### src/rtl/pipeline_control.sv
// Pipeline sequencer: latch enables/flushes, PC enable and memory strobes
// from ihit/dhit, with load-use stalls, taken-branch flushes and sticky halt.
module pipeline_control #(
   parameter int CNT_W = 16
) (
   input  logic             CLK,
   input  logic             nRST,
   input  logic             ihit,
   input  logic             dhit,
   input  logic [4:0]       dec_rs,
   input  logic [4:0]       dec_rt,
   input  logic             dec_uses_rt,
   input  logic             ex_dREN,
   input  logic [4:0]       ex_wsel,
   input  logic             mem_dREN,
   input  logic             mem_dWEN,
   input  logic             mem_branch_taken,
   input  logic             mem_halt,
   output logic             pc_en,
   output logic             fetch_en,
   output logic             decode_en,
   output logic             execute_en,
   output logic             mem_en,
   output logic             fetch_flush,
   output logic             decode_flush,
   output logic             execute_flush,
   output logic             imemREN,
   output logic             dmemREN,
   output logic             dmemWEN,
   output logic             halt,
   output logic [CNT_W-1:0] stall_count
);

   typedef enum logic {RUN = 1'b0, HALTED = 1'b1} state_e;

   state_e           state_q, state_d;
   logic             served_q, served_d;
   logic             halt_q, halt_d;
   logic [CNT_W-1:0] cnt_q, cnt_d;

   logic run, memreq, advance, hazard, stall_inc;

   // Requests are also gated by nRST so an in-flight access drops the moment reset asserts.
   assign run     = (state_q == RUN) & nRST;
   assign memreq  = mem_dREN | mem_dWEN;
   assign advance = run & ihit & (~memreq | dhit | served_q);
   assign hazard  = ex_dREN & (ex_wsel != 5'd0) &
                    ((ex_wsel == dec_rs) | (dec_uses_rt & (ex_wsel == dec_rt)));

   // A taken branch squashes the decode instruction, so its hazard is not a stall.
   assign stall_inc = run & (~advance | (~mem_branch_taken & hazard));

   always_ff @(posedge CLK or negedge nRST) begin
      if (!nRST) begin
         state_q  <= RUN;
         served_q <= 1'b0;
         halt_q   <= 1'b0;
         cnt_q    <= '0;
      end else begin
         state_q  <= state_d;
         served_q <= served_d;
         halt_q   <= halt_d;
         cnt_q    <= cnt_d;
      end
   end

   always_comb begin
      state_d = state_q;
      if (state_q == RUN && advance && mem_halt) state_d = HALTED;
   end

   always_comb begin
      served_d = served_q;
      if (advance)   served_d = 1'b0;
      else if (dhit) served_d = 1'b1;
      halt_d = halt_q | (advance & mem_halt);
      cnt_d  = cnt_q;
      if (stall_inc && cnt_q != {CNT_W{1'b1}}) cnt_d = cnt_q + CNT_W'(1);
   end

   always_comb begin
      pc_en         = 1'b0;
      fetch_en      = 1'b0;
      decode_en     = 1'b0;
      execute_en    = 1'b0;
      mem_en        = 1'b0;
      fetch_flush   = 1'b0;
      decode_flush  = 1'b0;
      execute_flush = 1'b0;
      if (advance) begin
         if (mem_branch_taken) begin
            {pc_en, fetch_en, decode_en, execute_en, mem_en} = 5'b11111;
            {fetch_flush, decode_flush, execute_flush}       = 3'b111;
         end else if (hazard) begin
            decode_en    = 1'b1;
            decode_flush = 1'b1;
            execute_en   = 1'b1;
            mem_en       = 1'b1;
         end else begin
            {pc_en, fetch_en, decode_en, execute_en, mem_en} = 5'b11111;
         end
      end
      imemREN = run;
      dmemWEN = run & mem_dWEN & ~served_q;
      dmemREN = run & mem_dREN & ~mem_dWEN & ~served_q;
   end

   assign halt        = halt_q;
   assign stall_count = cnt_q;

endmodule

### config.mk
export PLATFORM = sky130hd
export DESIGN_NAME = pipeline_control
export DESIGN_NICKNAME = d
export VERILOG_FILES = /design/src/rtl/pipeline_control.sv
export SDC_FILE = /design/constraint.sdc
export NUM_CORES = 1
export LEC_CHECK = 0
export CAP_MARGIN = 10
export CORE_MARGIN = 2
export CORE_UTILIZATION = 44
export CTS_BUF_LIST = sky130_fd_sc_hd__clkbuf_16
export DETAILED_ROUTE_END_ITERATION = 6
export PLACE_DENSITY = 0.85
export SYNTH_ARGS = -nofsm -noshare
export SYNTH_HDL_FRONTEND = slang
export SYNTH_SLANG_ARGS = --single-unit
export TNS_END_PERCENT = 1
### constraint.sdc
create_clock -name CLK -period 3.5 [get_ports CLK]
set_input_delay 0.35 -clock CLK [delete_from_list [all_inputs] [get_ports CLK]]
set_output_delay 0.35 -clock CLK [all_outputs]
set_load 0.02 [all_outputs]
==> results summary <==
The number of gates given a new drive strength after cts came out at 0. The finished layout holds 194 standard cells, fillers aside. STA classifies the critical path endpoint as a primary output. For the worst setup path, the data arrival time is 2.60 ns. The number of buffers inserted by hold repair at cts is 0.

The starting utilization of the core area came out at 46.4%. The total wire length after detailed routing came out at 2770 um. The endpoint identified for the worst register-to-register timing path is stall_count[10]. The minimum clock period after layout came out at 2.95 ns. Across the run, the number of max-cap violations was 0. The H-tree depth is 1. The area growth from synthesis to final layout came out at 52.7%. The number of hold violations in the final report came out at 0. The total power density per cell area is 434 mW/mm^2. The fraction of the mapped netlist area in compound gates is 6.42%. The number of antenna repair diodes came out at 0.

The main flop type after synthesis is sky130_fd_sc_hd__dfrtp_1. The global-route congestion overflow total came out at 0. In this run the clock root is driven by a sky130_fd_sc_hd__clkbuf_16. At the worst endpoint, the required time is 3.15 ns. The top-level port count is 53. In the routed layout, each cell is associated on average with a via count of 5.34. The global-route usage over all layers came out at 19.3%. The first global-routing pass estimated 4130 um of wire. The leakage power of the design came out at 0.758 nW. The measured slew at the worst slew-check pin is 0.445 ns. The final net count came out at 191. The minimum setup slack after placement came out at 0.561 ns.

The final critical-path share of the clock period is 84.3%. The depth of the most critical reg-to-reg path is 8. TritonCTS built the clock tree. The maximum vdd drop is 0.000478 V. The startpoint identified for the worst hold timing path is state_q.

The congestion estimate from routability-driven global placement came to 0.761. The fmax is 0.339 GHz. The number of warnings reported in the yosys synthesis log is 0. The multi-input gate area in the final layout is 617 um^2.

Counting every sink on the clock net gives 19. The number of DRC markers after the initial detailed-route iteration is 9. The die extent in x came out at 55.1 um. The type of the setup path with the least slack is in2out. By count the netlist is led by sky130_fd_sc_hd__xor2_1, sky130_fd_sc_hd__dfrtp_1, sky130_fd_sc_hd__nand2_1. The run finished with clean final reports. The final count of negative-setup-slack endpoints is 0. The worst hold slack across all endpoints came out at 0.448 ns. The antenna violation net count after detailed routing came out at 0.

The clock passes through at most 2 buffers. The highest net fanout along the worst path came out at 3. The area of the die came out at 0.00304 mm^2. The cell depth of the worst min-delay path came out at 1.

The worst setup skew after layout came out at 0.00234 ns. Once placement finished, the instance area stood at 0.00168 mm^2. Sorting the synthesized cells by area gives the leading types as sky130_fd_sc_hd__dfrtp_1, sky130_fd_sc_hd__xor2_1, sky130_fd_sc_hd__nor4_4, sky130_fd_sc_hd__nor3_1, sky130_fd_sc_hd__nand2_1. The initial antenna violation count is 0. The routed layout has 1036 vias. The cell taking the most area after synthesis is sky130_fd_sc_hd__dfrtp_1. The clock network latency to the later pin of the worst-skew pair is 0.25 ns. The number of global-route vias before repair came out at 970.

The critical path startpoint is ex_wsel[2]. The final setup TNS is 0 ns. Of all flip-flops after synthesis, the portion carrying an async set or reset was 100%. The number of distinct library cells after synthesis came out at 32. The number of detailed-routing iterations run before antenna repair came out at 4. The number of design rule violations left after detail routing is 0. The mean cell area of the mapped netlist is 10.3 um^2. For flop-to-flop paths, the worst setup slack is 1.43 ns. The number of placed cells counting well taps came out at 190.

After synthesis the cells add up to 0.00115 mm^2. Setup repair after global routing left no endpoint under its margin. The synthesized design contains 0 enable-type register cells. The number of pins with negative max-slew slack in the final report is 0. The share of synthesized cell area in full adder, half adder and majority cells came out at 1.09%.

The clock transition at the registers of the reported paths came out at 0.05 ns. The number of buffers inserted to repair setup after CTS is 0. The number of nets in the synthesized netlist is 138. The number of clock buffers inserted by TritonCTS is 3. The layout has 194 filler cells. Once layout is done, the placed cells without fillers occupy 0.00176 mm^2.

The beginning of the worst register-to-register path is stall_count[0]. The sequential area share after synthesis came out at 41.3%. The post-synthesis share of cell area spent on xor and xnor gates came out at 18.3%.

The share of synthesized area in the top cell type comes to 41.3%. In this run the vertical extent of the chip is 55.1 um. Summing the areas of all and, or, nand and nor instances in the mapped netlist gives 25.9% of the synthesized area. The number of I/O port buffers came out at 52. Detailed placement ended at an HPWL of 2100 um.

The area of the core region is 0.00248 mm^2. The routed length per placed instance came out at 14.3 um. The sequential cells in the finished layout cover a total of 475 um^2. The post-route netlist has 9.15% of its cells at a drive strength greater than 1. The relative max-transition margin came out at 70.2%.

Once routing completed, OpenROAD measured the worst setup slack at 0.548 ns. The startpoint type of the worst setup path is an input port. The flip-flop and latch count after synthesis is 19. By area, the combinational part of the netlist is dominated by simple AND/OR/NAND/NOR gates. The maximum number of pins on one net before global-route repair came out at 20.

The most common cell in the netlist is sky130_fd_sc_hd__xor2_1. Measured against the total synthesized area, the mux share comes to 1.96%. Synthesis produced a netlist whose cell count is 112. The end point of the worst hold path is state_q. In this run the worst hold path is classified as reg2reg. The floorplan has 18 rows.
## sequential cells by signal, summed over array words and instances, names as in the netlist
register,flops
halt,1
state_q,1
stall_count,16
served_q,1
## worst max-delay path, cell delays in order
cell and delay (ns):
sky130_fd_sc_hd__clkdlybuf4s50_1 0.48, sky130_fd_sc_hd__or4_2 0.67, sky130_fd_sc_hd__o21ai_0 0.31, sky130_fd_sc_hd__o31a_2 0.19, sky130_fd_sc_hd__clkdlybuf4s50_1 0.60
## cells by family (layout without fill, tap and decap cells)
group	Yosys count	in the layout
simple gates	47	47
xor+xnor	24	24
flops	19	19
compound gates	10	10
buf+inv	9	61
mux	2	2
fa+ha+maj	1	1
## routing by layer
layer  wire length (um)  global-route usage (%)
met5                  0                       0
met3                372                    6.18
met4                 46                    9.35
met1               1070                    21.6
met2               1280                    32.9
## layout make-up
cell class / instances / area share [%]
repair buffers: 54 / 30.5
multi-input cells: 84 / 35.1
clock inverters: 1 / 0.214
well taps: 30 / 2.14
clock buffers: 3 / 4.28
flip-flops and latches: 19 / 27.1
inverters: 3 / 0.641
## placed cells by master (no fill, tap or decap), types with 2 or more instances in the layout
cell,n
sky130_fd_sc_hd__xnor2_1,2
sky130_fd_sc_hd__dfrtp_1,19
sky130_fd_sc_hd__a21o_1,2
sky130_fd_sc_hd__nor4_2,2
sky130_fd_sc_hd__nor4_4,2
sky130_fd_sc_hd__nand4_1,2
sky130_fd_sc_hd__nor3_1,8
sky130_fd_sc_hd__mux2_2,2
sky130_fd_sc_hd__o31a_2,2
sky130_fd_sc_hd__inv_1,4
sky130_fd_sc_hd__nand2_1,9
sky130_fd_sc_hd__nor2_1,7
sky130_fd_sc_hd__and2_1,2
sky130_fd_sc_hd__and3_1,2
sky130_fd_sc_hd__xor2_1,22
sky130_fd_sc_hd__nor4_1,2
sky130_fd_sc_hd__clkbuf_16,3
sky130_fd_sc_hd__nor3b_1,3
sky130_fd_sc_hd__buf_4,2
sky130_fd_sc_hd__clkdlybuf4s50_1,52
sky130_fd_sc_hd__nand3_1,3
## stage by stage
stage / power [mW] / utilization (%)
final: 0.762 / 70.9
after global routing: 0.803 / 70.9
after CTS: 0.768 / 70.9
after detailed placement: 0.533 / 67.7
after global placement: 0.530 / 67.7
after floorplan: 0.413 / -
## worst max path at each step
stage,end,depth (start not counted)
floorplan,stall_count[3],8
global placement,fetch_en,5
detailed placement,fetch_en,5
CTS,fetch_en,5
global route,decode_flush,6
finish,fetch_en,5
## power by group
group	leakage, nW	switching [mW]	total [mW]	internal, mW
Clock	0.0423	0.0802	0.232	0.152
Sequential	0.241	0.0355	0.288	0.252
Combinational	0.474	0.118	0.242	0.124
Power figures use the tool's default switching activity.
